**config.mk**
```make
export PLATFORM = sky130hd
export DESIGN_NAME = iter_div
export DESIGN_NICKNAME = d
export VERILOG_FILES = /design/src/rtl/iter_div_pkg.sv /design/src/rtl/iter_div_step.sv /design/src/rtl/iter_div.sv
export SDC_FILE = /design/constraint.sdc
export NUM_CORES = 1
export LEC_CHECK = 0
export ABC_AREA = 1
export CORE_AREA = 2 2 231 233
export DETAILED_ROUTE_END_ITERATION = 12
export DIE_AREA = 0 0 233 235
export MAX_ROUTING_LAYER = met4
export PLACE_DENSITY = 0.59
export SKIP_CTS_REPAIR_TIMING = 1
export SYNTH_ARGS = -nofsm -noshare
export SYNTH_HDL_FRONTEND = slang
export SYNTH_SLANG_ARGS = --single-unit
```
**constraint.sdc**
```tcl
create_clock -name clk -period 7.5 [get_ports clk]
set_input_delay 0.75 -clock clk [delete_from_list [all_inputs] [get_ports clk]]
set_output_delay 0.75 -clock clk [all_outputs]
set_load 0.02 [all_outputs]
```
**src/rtl/iter_div_pkg.sv**
```systemverilog
// Shared definitions for the iterative divider: operand-size codes, FSM state
// encodings and the size-to-width helper.
package iter_div_pkg;

    localparam logic [1:0] SZ_8  = 2'd0;
    localparam logic [1:0] SZ_16 = 2'd1;
    localparam logic [1:0] SZ_32 = 2'd2;

    typedef enum logic [2:0] {
        ST_IDLE  = 3'd0,
        ST_PREP  = 3'd1,
        ST_ITER  = 3'd2,
        ST_FIXUP = 3'd3,
        ST_DONE  = 3'd4
    } state_t;

    // Operand width N for a size code; the unused code 2'b11 behaves as 32-bit.
    function automatic logic [6:0] size_to_n(input logic [1:0] sz);
        logic [6:0] n;
        case (sz)
            SZ_8:    n = 7'd8;
            SZ_16:   n = 7'd16;
            default: n = 7'd32;
        endcase
        return n;
    endfunction

endpackage

```
**src/rtl/iter_div_step.sv**
```systemverilog
// Combinational restoring-division slice: BITS_PER_CYCLE chained
// compare/subtract/shift stages, most significant quotient bit first.
module iter_div_step
    import iter_div_pkg::*;
#(
    parameter int XLEN           = 32,
    parameter int BITS_PER_CYCLE = 1
) (
    input  logic [XLEN-1:0]           rem_in,
    input  logic [BITS_PER_CYCLE-1:0] bits_in,
    input  logic [XLEN-1:0]           divisor,
    output logic [XLEN-1:0]           rem_out,
    output logic [BITS_PER_CYCLE-1:0] q_out
);

    logic [XLEN-1:0] part_s [0:BITS_PER_CYCLE];

    assign part_s[0] = rem_in;

    // The partial remainder stays below the divisor, so the true difference
    // always fits in XLEN bits; the extra trial bit only feeds the compare.
    for (genvar g = 0; g < BITS_PER_CYCLE; g++) begin : g_stage
        logic [XLEN:0]   trial_s;
        logic [XLEN-1:0] diff_s;
        logic            ge_s;

        assign trial_s   = {part_s[g], bits_in[BITS_PER_CYCLE-1-g]};
        assign ge_s      = (trial_s >= {1'b0, divisor});
        assign diff_s    = trial_s[XLEN-1:0] - divisor;
        assign q_out[BITS_PER_CYCLE-1-g] = ge_s;
        assign part_s[g+1] = ge_s ? diff_s : trial_s[XLEN-1:0];
    end

    assign rem_out = part_s[BITS_PER_CYCLE];

endmodule

```
**src/rtl/iter_div.sv**
```systemverilog
// Multi-cycle DIV/IDIV unit for 8/16/32-bit operands with valid/ready handshake.
// Optional macro DIV_FASTPATH_EN: skip iteration when |dividend| < |divisor|.
module iter_div
    import iter_div_pkg::*;
#(
    parameter int XLEN           = 32,
    parameter int BITS_PER_CYCLE = 1
) (
    input  logic            clk,
    input  logic            rst_n,
    input  logic            flush,
    input  logic            in_valid,
    output logic            in_ready,
    input  logic            op_signed,
    input  logic [1:0]      op_size,
    input  logic [XLEN-1:0] dividend_hi,
    input  logic [XLEN-1:0] dividend_lo,
    input  logic [XLEN-1:0] divisor,
    output logic            out_valid,
    input  logic            out_ready,
    output logic [XLEN-1:0] quotient,
    output logic [XLEN-1:0] remainder,
    output logic            fault_de
);

    localparam logic [XLEN-1:0] ZERO_C = {XLEN{1'b0}};
    localparam logic [XLEN-1:0] ONE_C  = {{(XLEN-1){1'b0}}, 1'b1};

    state_t state_r, state_nx_s;

    logic            in_ready_r, out_valid_r, fault_de_r;
    logic [XLEN-1:0] quotient_r, remainder_r;

    logic            signed_r, pfault_r;
    logic [1:0]      size_r;
    logic [XLEN-1:0] hi_r, lo_r, dvs_r;
    logic [XLEN-1:0] rem_r, shift_r, dvs_mag_r, q_r;
    logic [6:0]      cnt_r;

    logic            accept_s;
    logic [6:0]      n_s;
    logic [XLEN-1:0] mask_s, top_s, hi_m_s, lo_m_s, dvs_m_s;
    logic [XLEN-1:0] hi_mag_s, lo_mag_s, dvs_mag_s;
    logic            dvd_neg_s, dvs_neg_s, prep_fault_s, fast_s;
    logic [XLEN-1:0] step_rem_s;
    logic [BITS_PER_CYCLE-1:0] step_q_s;
    logic [XLEN-1:0] q_mag_s, r_mag_s, q_fin_s, r_fin_s;
    logic            neg_q_s, range_fault_s, fix_fault_s;

    assign accept_s  = in_valid & in_ready_r & ~flush;
    assign in_ready  = in_ready_r;
    assign out_valid = out_valid_r;
    assign quotient  = quotient_r;
    assign remainder = remainder_r;
    assign fault_de  = fault_de_r;

    iter_div_step #(
        .XLEN           (XLEN),
        .BITS_PER_CYCLE (BITS_PER_CYCLE)
    ) u_step (
        .rem_in  (rem_r),
        .bits_in (shift_r[XLEN-1 -: BITS_PER_CYCLE]),
        .divisor (dvs_mag_r),
        .rem_out (step_rem_s),
        .q_out   (step_q_s)
    );

    // Size masks and operand magnitudes derived from the latched request.
    always_comb begin
        n_s       = size_to_n(size_r);
        mask_s    = ~({XLEN{1'b1}} << n_s);
        top_s     = mask_s ^ (mask_s >> 1);
        hi_m_s    = hi_r & mask_s;
        lo_m_s    = lo_r & mask_s;
        dvs_m_s   = dvs_r & mask_s;
        dvd_neg_s = signed_r & (|(hi_m_s & top_s));
        dvs_neg_s = signed_r & (|(dvs_m_s & top_s));
        if (dvd_neg_s) begin
            // 2N-bit negate: the low half's carry-out only occurs when it is zero.
            lo_mag_s = (~lo_m_s + ONE_C) & mask_s;
            hi_mag_s = (~hi_m_s + {{(XLEN-1){1'b0}}, (lo_m_s == ZERO_C)}) & mask_s;
        end else begin
            lo_mag_s = lo_m_s;
            hi_mag_s = hi_m_s;
        end
        if (dvs_neg_s) begin
            dvs_mag_s = (~dvs_m_s + ONE_C) & mask_s;
        end else begin
            dvs_mag_s = dvs_m_s;
        end
        prep_fault_s = (dvs_mag_s == ZERO_C) | (hi_mag_s >= dvs_mag_s);
`ifdef DIV_FASTPATH_EN
        fast_s = (hi_mag_s == ZERO_C) & (lo_mag_s < dvs_mag_s);
`else
        fast_s = 1'b0;
`endif
    end

    // Sign restoration and signed range check applied in FIXUP.
    always_comb begin
        q_mag_s = q_r & mask_s;
        r_mag_s = rem_r & mask_s;
        neg_q_s = dvd_neg_s ^ dvs_neg_s;
        if (neg_q_s) begin
            q_fin_s       = (~q_mag_s + ONE_C) & mask_s;
            range_fault_s = (q_mag_s > top_s);
        end else begin
            q_fin_s       = q_mag_s;
            range_fault_s = signed_r & (q_mag_s >= top_s);
        end
        if (dvd_neg_s) begin
            r_fin_s = (~r_mag_s + ONE_C) & mask_s;
        end else begin
            r_fin_s = r_mag_s;
        end
        fix_fault_s = pfault_r | range_fault_s;
    end

    // Next-state logic; PREP-resolved outcomes still pass through FIXUP so
    // results are committed from a single place.
    always_comb begin
        state_nx_s = state_r;
        if (flush) begin
            state_nx_s = ST_IDLE;
        end else begin
            case (state_r)
                ST_IDLE:  state_nx_s = in_valid ? ST_PREP : ST_IDLE;
                ST_PREP:  state_nx_s = (prep_fault_s | fast_s) ? ST_FIXUP : ST_ITER;
                ST_ITER:  state_nx_s = (cnt_r == 7'd1) ? ST_FIXUP : ST_ITER;
                ST_FIXUP: state_nx_s = ST_DONE;
                ST_DONE:  state_nx_s = out_ready ? ST_IDLE : ST_DONE;
                default:  state_nx_s = ST_IDLE;
            endcase
        end
    end

    // State register with registered handshake outputs.
    always_ff @(posedge clk or negedge rst_n) begin
        if (!rst_n) begin
            state_r     <= ST_IDLE;
            in_ready_r  <= 1'b1;
            out_valid_r <= 1'b0;
        end else begin
            state_r     <= state_nx_s;
            in_ready_r  <= (state_nx_s == ST_IDLE);
            out_valid_r <= (state_nx_s == ST_DONE);
        end
    end

    // Request capture and iteration datapath.
    always_ff @(posedge clk or negedge rst_n) begin
        if (!rst_n) begin
            signed_r  <= 1'b0;
            size_r    <= SZ_8;
            hi_r      <= ZERO_C;
            lo_r      <= ZERO_C;
            dvs_r     <= ZERO_C;
            pfault_r  <= 1'b0;
            rem_r     <= ZERO_C;
            shift_r   <= ZERO_C;
            dvs_mag_r <= ZERO_C;
            q_r       <= ZERO_C;
            cnt_r     <= 7'd0;
        end else begin
            if (accept_s) begin
                signed_r <= op_signed;
                size_r   <= op_size;
                hi_r     <= dividend_hi;
                lo_r     <= dividend_lo;
                dvs_r    <= divisor;
                pfault_r <= 1'b0;
            end
            case (state_r)
                ST_PREP: begin
                    dvs_mag_r <= dvs_mag_s;
                    rem_r     <= fast_s ? lo_mag_s : hi_mag_s;
                    shift_r   <= lo_mag_s << (7'(XLEN) - n_s);
                    q_r       <= ZERO_C;
                    cnt_r     <= n_s / 7'(BITS_PER_CYCLE);
                    pfault_r  <= prep_fault_s;
                end
                ST_ITER: begin
                    rem_r   <= step_rem_s;
                    shift_r <= shift_r << BITS_PER_CYCLE;
                    q_r     <= {q_r[XLEN-BITS_PER_CYCLE-1:0], step_q_s};
                    cnt_r   <= cnt_r - 7'd1;
                end
                default: begin
                end
            endcase
        end
    end

    // Result registers: loaded in FIXUP, held through DONE, cleared on handoff.
    always_ff @(posedge clk or negedge rst_n) begin
        if (!rst_n) begin
            quotient_r  <= ZERO_C;
            remainder_r <= ZERO_C;
            fault_de_r  <= 1'b0;
        end else if (flush || (state_r == ST_DONE && out_ready)) begin
            quotient_r  <= ZERO_C;
            remainder_r <= ZERO_C;
            fault_de_r  <= 1'b0;
        end else if (state_r == ST_FIXUP) begin
            quotient_r  <= fix_fault_s ? ZERO_C : q_fin_s;
            remainder_r <= fix_fault_s ? ZERO_C : r_fin_s;
            fault_de_r  <= fix_fault_s;
        end
    end

endmodule

```
* Word-level counts from Yosys, hierarchy flattened
Index checks and enable logic that the tools add are counted.
Storage, ports and cells: bits in registers 305, output and inout bits 67, word-level logic and storage cells 106
Operators by class: add/sub/neg operators 8, order comparisons 4, equality and inequality tests 7, shifts and indexed selects 2, multiplexer cells 28, bitwise gates (word level) 28, reduce and logical (&&, ||, !) cells 12
Operators with widths (count):
- 32-bit bitwise AND | 12
- 32-bit 2-to-1 mux | 12
- 32-bit inverter | 6
- 32-bit case mux with 2 select lines | 3
- 32-bit by 1-bit adder with 32-bit output, second input constant | 4
- 32-bit greater-or-equal comparator | 2
- 32-bit logical NOT | 2
- 32-bit OR reduction | 2
- 33-bit by 32-bit greater-or-equal comparator with 1-bit output | 1
- 32-bit by 1-bit adder with 32-bit output | 1
- 32-bit greater-than comparator | 1
- 32-bit by 7-bit left shift with 32-bit output | 1
- 32-bit by 7-bit left shift with 32-bit output, first input constant | 1
- 32-bit subtractor | 1
- 32-bit by 31-bit bitwise XOR with 32-bit output | 1
- 3-bit case mux with 5 select lines | 1
- 7-bit case mux with 2 select lines | 1
- 6-bit case mux with 2 select lines | 1
- 1-bit 2-to-1 mux | 8
- 7-bit by 1-bit == test with 1-bit output, second input constant | 1
- 6-bit by 6-bit subtractor with 7-bit output, first input constant | 1
- 7-bit by 1-bit subtractor with 7-bit output, second input constant | 1
- 3-bit by 2-bit == test with 1-bit output, second input constant | 2
- 3-bit == test, second input constant | 2
- other kinds (12) | 21

* Longest topological paths before layout
Gate-level depths: netlist (run 1).
depth in word-level cells 15, depth in mapped cells 44, depth with buffers taken out 43

* Modules after synthesis
Synthesis (run 1) repeated with hierarchy kept, for this count alone.
Second synthesis, totals: cell total of the unflattened synthesis 3097, area, all modules 21344.2 um2
Modules (own cells, without submodules):
- iter_div | instances 1, cells an instance 2450, area each 18183.7 um2
- iter_div_step | instances 1, cells an instance 647, area each 3160.5 um2

* Least setup slack after synthesis (run 1)
OpenSTA, ideal clock, no wires.
kind reg-to-reg, start register size_r[1], end register in_ready_r (netlist: in_ready), setup time 67 ps, arrival time 5089 ps, slack 2343 ps, stages on the path, launching flop included 42, buffers on the path 4, period minus slack after synthesis 5157 ps, cell sequence dfrtp_1 > buf_6 > nor2_1 > inv_1 > ha_1 > inv_2 > buf_2 > buf_2 > clkbuf_1 > o21ai_0 > inv_1 > nor2_2 > nand3_1 > nor4_1 > ha_1 > nand3_1 > nor3_1 > nand2_2 > [... 6 more ...] > nor2_4 > nand3_1 > nand2_1 > o21ai_1 > a21oi_2 > ha_1 > a21oi_1 > o21a_1 > o211ai_1 > a21oi_1 > nand2_1 > a31oi_1 > nand2_1 > nand2_1 > nand2_1 > nand2_1 > nand2_1 > nor2_1
Between the ends: cells in the longest elaborated chain, start to end 15, elaborated cells between the ends (all ways) 31
RTL lines:
- from (decl) | RTL line iter_div.sv:35 | logic [1:0] size_r;
- from (signal assigned) | RTL line iter_div.sv:167 | size_r <= op_size;
- 2-bit by 1-bit == test with 1-bit output / 2-bit logical NOT (equally long branches) | RTL line iter_div_pkg.sv:20 | case (sz)
- 6-bit case mux with 2 select lines * | RTL line iter_div_pkg.sv:20
- 32-bit by 7-bit left shift with 32-bit output * | RTL line iter_div.sv:71 | mask_s = ~({XLEN{1'b1}} << n_s);
- 32-bit inverter * | RTL line iter_div.sv:71
- 32-bit bitwise AND (tied with other cells) | RTL line iter_div.sv:74 | lo_m_s = lo_r & mask_s;
- 32-bit logical NOT (tied with other cells) | RTL line iter_div.sv:81 | hi_mag_s = (~hi_m_s + {{(XLEN-1){1'b0}}, (lo_m_s == ZERO_C)}) & mask_s;
- 32-bit by 1-bit adder with 32-bit output (tied with other cells) | RTL line iter_div.sv:81
- 32-bit bitwise AND (tied with other cells) | RTL line iter_div.sv:81
- 32-bit 2-to-1 mux, on equally long branches | RTL line iter_div.sv:78, iter_div.sv:86
- 32-bit greater-or-equal comparator / 32-bit logical NOT (equally long branches) | RTL line iter_div.sv:91 | prep_fault_s = (dvs_mag_s == ZERO_C) | (hi_mag_s >= dvs_mag_s);
- 1-bit OR * | RTL line iter_div.sv:91
- 1-bit 2-to-1 mux * | RTL line iter_div.sv:128 | ST_PREP: state_nx_s = (prep_fault_s | fast_s) ? ST_FIXUP : ST_ITER;
- 3-bit case mux with 5 select lines * | RTL line iter_div.sv:126 | case (state_r)
- 3-bit 2-to-1 mux * | RTL line iter_div.sv:123 | if (flush) begin
- 3-bit logical NOT * | RTL line iter_div.sv:145 | in_ready_r <= (state_nx_s == ST_IDLE);
- to (signal assigned) | RTL line iter_div.sv:145
- to (decl) | RTL line iter_div.sv:31 | logic in_ready_r, out_valid_r, fault_de_r;
Mark *: on every way between the ends. The rest lies on a longest branch, timed or not. A chain may end at the register's enable or synchronous reset.

* Final worst setup path (run 1)
start register lo_r[0], end register in_ready_r (netlist: in_ready)
Between the ends: cells in the longest elaborated chain, start to end 11
RTL lines:
- from (decl) | RTL line iter_div.sv:36 | logic [XLEN-1:0] hi_r, lo_r, dvs_r;
- from (signal assigned) | RTL line iter_div.sv:169 | lo_r <= dividend_lo;
- 32-bit bitwise AND | RTL line iter_div.sv:74
- 32-bit logical NOT | RTL line iter_div.sv:81
- 32-bit by 1-bit adder with 32-bit output | RTL line iter_div.sv:81
- 32-bit bitwise AND | RTL line iter_div.sv:81
- 32-bit 2-to-1 mux | RTL line iter_div.sv:78 | if (dvd_neg_s) begin
- 32-bit greater-or-equal comparator | RTL line iter_div.sv:91
- 1-bit OR | RTL line iter_div.sv:91
- 1-bit 2-to-1 mux | RTL line iter_div.sv:128
- 3-bit case mux with 5 select lines | RTL line iter_div.sv:126
- 3-bit 2-to-1 mux | RTL line iter_div.sv:123
- 3-bit logical NOT | RTL line iter_div.sv:145
No other way between the ends.

==> results of run 1 <==
==> critical path, delay by kind of cell, from the launching register on <==
kind            cells  cell delay [ps]
simple gates       28             3520
compound gates      7             1040
fa+ha+maj           3              730
flops               1              380
buf+inv             2              190
==> area by class of cell <==
cell class                      count  area, um^2
Sequential cell                   305        7630
Inverter                          360        1360
Tap cell                          688         861
Clock inverter                     18         260
Clock buffer                       43         977
Multi-Input combinational cell   2119       11100
Timing Repair Buffer              195        1910
Fill cell                        5382       28200
==> worst max-delay path by stage <==
| stage | endpoint | slack [ps] | cells past startpoint |
|---|---|---|---|
| after floorplan | in_ready | 2340 | 41 |
| after global placement | in_ready | 1770 | 40 |
| after detailed placement | in_ready | 1650 | 40 |
| after CTS | in_ready | 1600 | 40 |
| after global routing | in_ready | 900 | 40 |
| final | in_ready | 1560 | 40 |
==> where the power goes <==
part / leakage, uW / total [uW] / internal (uW) / switching (uW)
sequential: 0.00396 / 2640 / 2140 / 505
combinational: 0.00677 / 7140 / 2200 / 4940
clock: 0.000610 / 1880 / 1140 / 741
total: 0.0113 / 11700 / 5470 / 6190
==> synthesized netlist by cell type (9+ instances only) <==
cell / count
sky130_fd_sc_hd__o21ai_1: 70
sky130_fd_sc_hd__nor3_1: 41
sky130_fd_sc_hd__nor2_1: 209
sky130_fd_sc_hd__o211ai_1: 39
sky130_fd_sc_hd__clkbuf_1: 84
sky130_fd_sc_hd__o22ai_1: 40
sky130_fd_sc_hd__a21oi_1: 118
sky130_fd_sc_hd__ha_1: 77
sky130_fd_sc_hd__inv_2: 22
sky130_fd_sc_hd__xor2_1: 81
sky130_fd_sc_hd__nand4_1: 36
sky130_fd_sc_hd__xnor2_1: 9
sky130_fd_sc_hd__or2_2: 9
sky130_fd_sc_hd__nand3_1: 261
sky130_fd_sc_hd__o21bai_1: 11
sky130_fd_sc_hd__nand2_1: 712
sky130_fd_sc_hd__o21ai_0: 273
sky130_fd_sc_hd__o221ai_1: 19
sky130_fd_sc_hd__buf_2: 30
sky130_fd_sc_hd__a31oi_1: 11
sky130_fd_sc_hd__inv_1: 336
sky130_fd_sc_hd__dfrtp_1: 304
==> cell families after synthesis <==
logic type | after synthesis | share of synthesized area
xor gates and xnor gates | 90 | 0.0382
buffers and inverters | 491 | 0.0949
and+or+nand+nor | 1318 | 0.275
DFF | 305 | 0.370
AOI/OAI and AO/OA | 633 | 0.175
adders and majority gates | 78 | 0.0477
==> registers in the layout (all words and copies together) (netlist names), 2 cells and up <==
signal	cells
cnt_r	7
dvs_mag_r	32
dvs_r	32
hi_r	32
lo_r	32
q_r	32
quotient	32
rem_r	32
remainder	32
shift_r	32
size_r	2
state_r	3
==> cells in the final DEF (no fill, tap or decap), drive strengths merged, types with 2 or more instances in the layout <==
master         count
nand2            719
o221ai            19
o21ai            349
nor4               6
ha                77
a221oi             3
nand3b             7
a32oi              2
o311ai             2
a22oi              5
clkinv            10
nor4b              2
nor3              43
a211oi             3
and3               3
buf               26
o21a               5
a21boi             8
inv              360
bufinv             6
o22ai             40
nor3b              4
nand3            262
o211ai            39
dfrtp            304
nand4             36
xor2              81
or2               11
nor2             224
o21bai            11
xnor2              9
clkdlybuf4s50    169
clkbuf            43
a21o               8
a21oi            123
clkinvlp           2
a31oi             11
==> stage by stage <==
step / instance area (um^2) / hold slack [ps] / worst slack, ps / utilization / total power (uW)
final: 24100 / 253 / 1560 / 0.461 / 11700
after global routing: 24100 / 335 / 900 / 0.461 / 12600
after floorplan: 20600 / 441 / 2340 / - / 7480
after global placement: 22800 / 455 / 1770 / 0.437 / 9610
after detailed placement: 22800 / 464 / 1650 / 0.437 / 9680
after CTS: 24100 / 333 / 1600 / 0.461 / 11600
==> per-layer routing <==
layer / wire length, um / GRT usage / vias to the layer above
li1: - / - / 9867
met1: 35100 / 0.389 / 9643
met2: 31900 / 0.408 / 621
met3: 3790 / 0.0346 / 88
met4: 1240 / 0.0500 / 0
met5: 0 / - / -
==> summary.json, run 1 <==
{
  "run_status": "finished, final reports clean",
  "final_max_slew_viol_count": 0,
  "regToRegEndpoint": "in_ready",
  "synth-edff-count": 0,
  "critPathMaxStageDelay_ps": 380,
  "drc_errors": 0,
  "timing.critical_path.fanout_max": 5,
  "syn-mean-instance-area_um2": 7.08,
  "diodes": 0,
  "synthesized_flop_and_latch_total": 305,
  "fin_skew_ps": 37.7,
  "critPathArrivalTime_ps": 6430,
  "grt_pass1_vias": 19400,
  "seq_area_frac_synth": 0.370,
  "drv_cap": 0,
  "placedCellCount": 3667,
  "start_util": 0.395,
  "core_um2": 52200,
  "via_count": 20200,
  "detail_route.first_pass.iterations": 5,
  "overall_track_demand_over_capacity_in_global_routing": 0.270,
  "setup_viol_count_final": 0,
  "pin_count_of_the_biggest_net_entering_global_routing": 130,
  "clk_pin_slew_worst_paths_ps": 60,
  "synth_top_area_cell": "sky130_fd_sc_hd__dfrtp_1",
  "grt_antenna_before_repair": 0,
  "cellPowerDensity_nw_per_um2": 484,
  "synth_cell_types": 66,
  "startpoint": "lo_r[0]",
  "reg2reg_slack_ps": 1560,
  "hold_path.class": "input pin to async pin",
  "aggregate_global_routing_overflow": 0,
  "numPortBuffers": 170,
  "clk_root_buffer_cell": "sky130_fd_sc_hd__clkbuf_16",
  "slew_headroom": 0.213,
  "numCtsBuffers": 36,
  "period_share": 0.792,
  "rows": 84,
  "reg2regPathDepth": 40,
  "dr.first_iter.drc_count": 1698,
  "cts_tree": "yes",
  "criticalPathCategory": "register to register",
  "synth_nets": 3097,
  "synthTopCellsByArea": "sky130_fd_sc_hd__dfrtp_1 (37%), sky130_fd_sc_hd__nand2_1 (13%), sky130_fd_sc_hd__o21ai_0 (6.6%)",
  "cts_buffer_depth": 3,
  "tightest_slew_ps": 1180,
  "drt-wirelength-per-cell_um": 19.3,
  "final_standard_cell_count_with_taps_included_and_fillers_excluded": 3728,
  "post_route_cells_drive_above_1_share": 0.0553,
  "timing_hold_violations_final": 0,
  "grt_first_pass_wirelength_um": 112000,
  "netlist_instances": 2915,
  "die_area_um2": 54800,
  "net_total_in_the_final_layout": 3199,
  "detail-route-antenna-nets": 0,
  "rsz_0062_raised_after_global_routing": "false",
  "totalNegativeSetupSlack_ps": 0,
  "largest_vdd_supply_drop_mv": 0.255,
  "worst_setup_path_start_kind": "register",
  "critPathMostFrequentCell": "sky130_fd_sc_hd__nand2_1",
  "leakagePower_uw": 0.0113,
  "routabilityCongestion": 0.918,
  "dieHeight_um": 235,
  "num_io_pins": 171,
  "top_area_cell_type_share_of_the_netlist_area": 0.369,
  "worst_r2r_startpoint": "lo_r[0]",
  "post-dp-hpwl_um": 55000,
  "synthesis.area_um2": 20600,
  "fmax_mhz": 168,
  "ys.flop_type": "sky130_fd_sc_hd__dfrtp_1",
  "clock_sink_count": 305,
  "finalCriticalPeriod_ps": 5940,
  "critical_path.endpoint_type": "register",
  "synth_warnings": 0,
  "critPathRequiredTime_ps": 7990,
  "die_w_um": 233,
  "syn2layout_area_growth_pct": 16.6,
  "drt-total-wl_um": 72000,
  "worstSkewPairLatency_ps": 580,
  "avgViaCountPerCell": 5.42,
  "htreeDepth": 2,
  "master_of_the_slowest_instance_on_the_critical_path": "sky130_fd_sc_hd__dfrtp_1",
  "postSynth.asyncResetShare": 1.00
}
(Power assumes the default switching activity.)
==> run 2: changes to the inputs <==
Clock period 7.5 ns to 5.6 ns, I/O delays scaled along.
==> run 2 against run 1 <==
Clock skew fell by 2.0 ps. Sequential share of layout area is 0.38 points lower. Clock power increased by 29%. Critical path type unchanged.
==> summary.json, run 2 (synthesized netlist as in run 1, its figures left out) <==
{
  "overall_track_demand_over_capacity_in_global_routing": {"value": 0.269, "change": "was 0.270"},
  "critPathArrivalTime": {"value": 5970, "unit": "ps", "change": "was 6430 ps"},
  "net_total_in_the_final_layout": {"value": 3221, "change": "was 3199"},
  "numPortBuffers": {"value": 170, "change": "unchanged"},
  "drc_errors": {"value": 0, "change": "unchanged"},
  "critPathMaxStageDelay": {"value": 390, "unit": "ps", "change": "was 380 ps"},
  "placement.cell_area": {"value": 22900, "unit": "um^2", "change": "was 22800 um^2"},
  "layout.filler_cells": {"value": 5340, "change": "was 5382"},
  "clock_sink_count": {"value": 305, "change": "unchanged"},
  "start_util": {"value": 0.395, "change": "unchanged"},
  "worst_hold_margin": {"value": 52.6, "unit": "ps", "change": "was 253 ps"},
  "largest_vdd_supply_drop": {"value": 0.327, "unit": "mV", "change": "was 0.255 mV"},
  "timing.critical_path.fanout_max": {"value": 3, "change": "was 5"},
  "p_comb_frac": {"value": 0.620, "change": "was 0.612"},
  "worstSkewPairLatency": {"value": 580, "unit": "ps", "change": "about the same"},
  "dr.first_iter.drc_count": {"value": 1622, "change": "was 1698"},
  "design_area": {"value": 24400, "unit": "um^2", "change": "was 24100 um^2"},
  "seq_area": {"value": 7630, "unit": "um^2", "change": "unchanged"},
  "avgViaCountPerCell": {"value": 5.45, "change": "was 5.42"},
  "setup_viol_count_final": {"value": 0, "change": "unchanged"},
  "drv_cap": {"value": 0, "change": "unchanged"},
  "startpoint": {"value": "lo_r[1]", "change": "was lo_r[0]"},
  "swShare": {"value": 0.534, "change": "was 0.531"},
  "core": {"value": 52200, "unit": "um^2", "change": "unchanged"},
  "grt_first_pass_wirelength": {"value": 112000, "unit": "um", "change": "about the same"},
  "detail_route.first_pass.iterations": {"value": 6, "change": "was 5"},
  "finalCriticalPeriod": {"value": 5470, "unit": "ps", "change": "was 5940 ps"},
  "final_max_slew_viol_count": {"value": 0, "change": "unchanged"},
  "tightest_slew": {"value": 1180, "unit": "ps", "change": "about the same"},
  "cellPowerDensity": {"value": 644, "unit": "nW/um^2", "change": "was 484 nW/um^2"},
  "critPathRequiredTime": {"value": 6100, "unit": "ps", "change": "was 7990 ps"},
  "clockPowerShare": {"value": 0.154, "change": "was 0.161"},
  "criticalPathCategory": {"value": "register to register", "change": "unchanged"},
  "clk_pin_slew_worst_paths": {"value": 60, "unit": "ps", "change": "about the same"},
  "fmax": {"value": 183, "unit": "MHz", "change": "was 168 MHz"},
  "worst_setup_path_start_kind": {"value": "register", "change": "unchanged"},
  "worst_r2r_startpoint": {"value": "lo_r[1]", "change": "was lo_r[0]"},
  "slew_headroom": {"value": 0.214, "change": "was 0.213"},
  "cts_tree": {"value": "yes", "change": "unchanged"},
  "grt_pass1_vias": {"value": 19500, "change": "was 19.4k"},
  "via_count": {"value": 20500, "change": "was 20.2k"},
  "critical_path.endpoint_type": {"value": "register", "change": "unchanged"},
  "timing_hold_violations_final": {"value": 0, "change": "unchanged"},
  "dieHeight": {"value": 235, "unit": "um", "change": "unchanged"},
  "hold_path.class": {"value": "input pin to async pin", "change": "unchanged"},
  "detail-route-antenna-nets": {"value": 0, "change": "unchanged"},
  "period_share": {"value": 0.977, "change": "was 0.792"},
  "grt_antenna_before_repair": {"value": 3, "change": "was 0"},
  "cts_buffer_depth": {"value": 3, "change": "unchanged"},
  "power_report.internal_total": {"value": 7300, "unit": "uW", "change": "was 5470 uW"},
  "htreeDepth": {"value": 2, "change": "unchanged"},
  "rows": {"value": 84, "change": "unchanged"},
  "regToRegEndpoint": {"value": "in_ready", "change": "unchanged"},
  "critical_path.endpoint": {"value": "in_ready", "change": "unchanged"},
  "critPathMostFrequentCell": {"value": "sky130_fd_sc_hd__nand2_1", "change": "unchanged"},
  "num_io_pins": {"value": 171, "change": "unchanged"},
  "aggregate_global_routing_overflow": {"value": 0, "change": "unchanged"},
  "most-common-layout-cells": {"value": "sky130_fd_sc_hd__nand2_1 (704), sky130_fd_sc_hd__inv_1 (329), sky130_fd_sc_hd__dfrtp_1 (304)", "change": "was sky130_fd_sc_hd__nand2_1 (711), sky130_fd_sc_hd__inv_1 (332), sky130_fd_sc_hd__dfrtp_1 (304)"},
  "reg2regPathDepth": {"value": 41, "change": "was 40"},
  "reg_power_frac": {"value": 0.225, "change": "was 0.227"},
  "multi_input_comb_area": {"value": 11200, "unit": "um^2", "change": "was 11100 um^2"},
  "run_status": {"value": "finished, final reports clean", "change": "unchanged"},
  "drt-wirelength-per-cell": {"value": 19.2, "unit": "um", "change": "was 19.3 um"},
  "numCtsBuffers": {"value": 37, "change": "was 36"},
  "die_w": {"value": 233, "unit": "um", "change": "unchanged"},
  "drt-total-wl": {"value": 72000, "unit": "um", "change": "about the same"},
  "power.switching": {"value": 8370, "unit": "uW", "change": "was 6190 uW"},
  "syn2layout_area_growth": {"value": 18.0, "unit": "%", "change": "was 16.6%"},
  "reg2reg_slack": {"value": 130, "unit": "ps", "change": "was 1560 ps"},
  "post_route_cells_drive_above_1_share": {"value": 0.0691, "change": "was 0.0553"},
  "master_of_the_slowest_instance_on_the_critical_path": {"value": "sky130_fd_sc_hd__dfrtp_1", "change": "unchanged"},
  "clk_root_buffer_cell": {"value": "sky130_fd_sc_hd__clkbuf_16", "change": "unchanged"},
  "post-dp-hpwl": {"value": 54200, "unit": "um", "change": "was 55000 um"},
  "routabilityCongestion": {"value": 0.941, "change": "was 0.918"},
  "pin_count_of_the_biggest_net_entering_global_routing": {"value": 154, "change": "was 130"},
  "leakagePower": {"value": 0.0114, "unit": "uW", "change": "was 0.0113 uW"},
  "die_area": {"value": 54800, "unit": "um^2", "change": "unchanged"},
  "rsz_0062_raised_after_global_routing": {"value": "true", "change": "was false"},
  "fin_skew": {"value": 35.7, "unit": "ps", "change": "was 37.7 ps"},
  "mostFrequentLayoutCell": {"value": "sky130_fd_sc_hd__nand2_1", "change": "unchanged"}
}
==> run 2: power by group through the flow <==
stage          combinational (uW)  sequential, uW  clock [uW]
5_1_grt                     10800            3620        2550
6_report                     9720            3530        2420
4_1_cts                      9470            3510        2460
3_5_place_dp                 9420            3550           0
3_3_place_gp                 9360            3530           0
2_1_floorplan                6720            3300           0
==> run 2: layout make-up <==
type	count	area share
inverters	360	0.0557
clock inverters	9	0.00421
repair buffers	216	0.0853
multi-input cells	2119	0.461
well taps	688	0.0354
clock buffers	57	0.0449
diodes	1	0.000103
flip-flops and latches	305	0.313
==> run 2: metrics by stage <==
stage,total power (uW),cells,utilization,setup TNS (ps),worst slack (ps)
6_report,15700,3755,0.466,0,130
5_1_grt,17000,3755,0.466,-578,-277
4_1_cts,15400,3747,0.462,-6.54,-6.54
3_5_place_dp,13000,3681,0.439,0,19.9
3_3_place_gp,12900,3681,0.439,0,116
2_1_floorplan,10000,2915,-,0,443
==> run 2: worst min path at each step <==
stage	slack, ps	cells past startpoint	endpoint	from
4_1_cts	120	1	rem_r[15]	rst_n
3_5_place_dp	460	1	cnt_r[6]	cnt_r[6]
6_report	50	1	remainder[23]	rst_n
5_1_grt	130	1	remainder[23]	rst_n
3_3_place_gp	460	1	cnt_r[6]	cnt_r[6]
2_1_floorplan	260	0	cnt_r[0]	rst_n
==> run 2: worst max-delay path: cells and delay by family, from the launching register on <==
family / cells / cell delay [ps]
AO/OA/AOI/OAI: 3 / 480
adder cells (fa/ha/maj): 4 / 860
buffers and inverters: 3 / 270
flip-flops: 1 / 390
AND/OR/NAND/NOR: 31 / 3390
==> run 2: layer usage <==
metal	vias to the layer above	global-route usage	wire, um
met3	102	0.0348	4440
met4	0	0.0647	1660
met2	733	0.398	31500
met5	-	-	0
li1	9906	-	-
met1	9712	0.388	34300
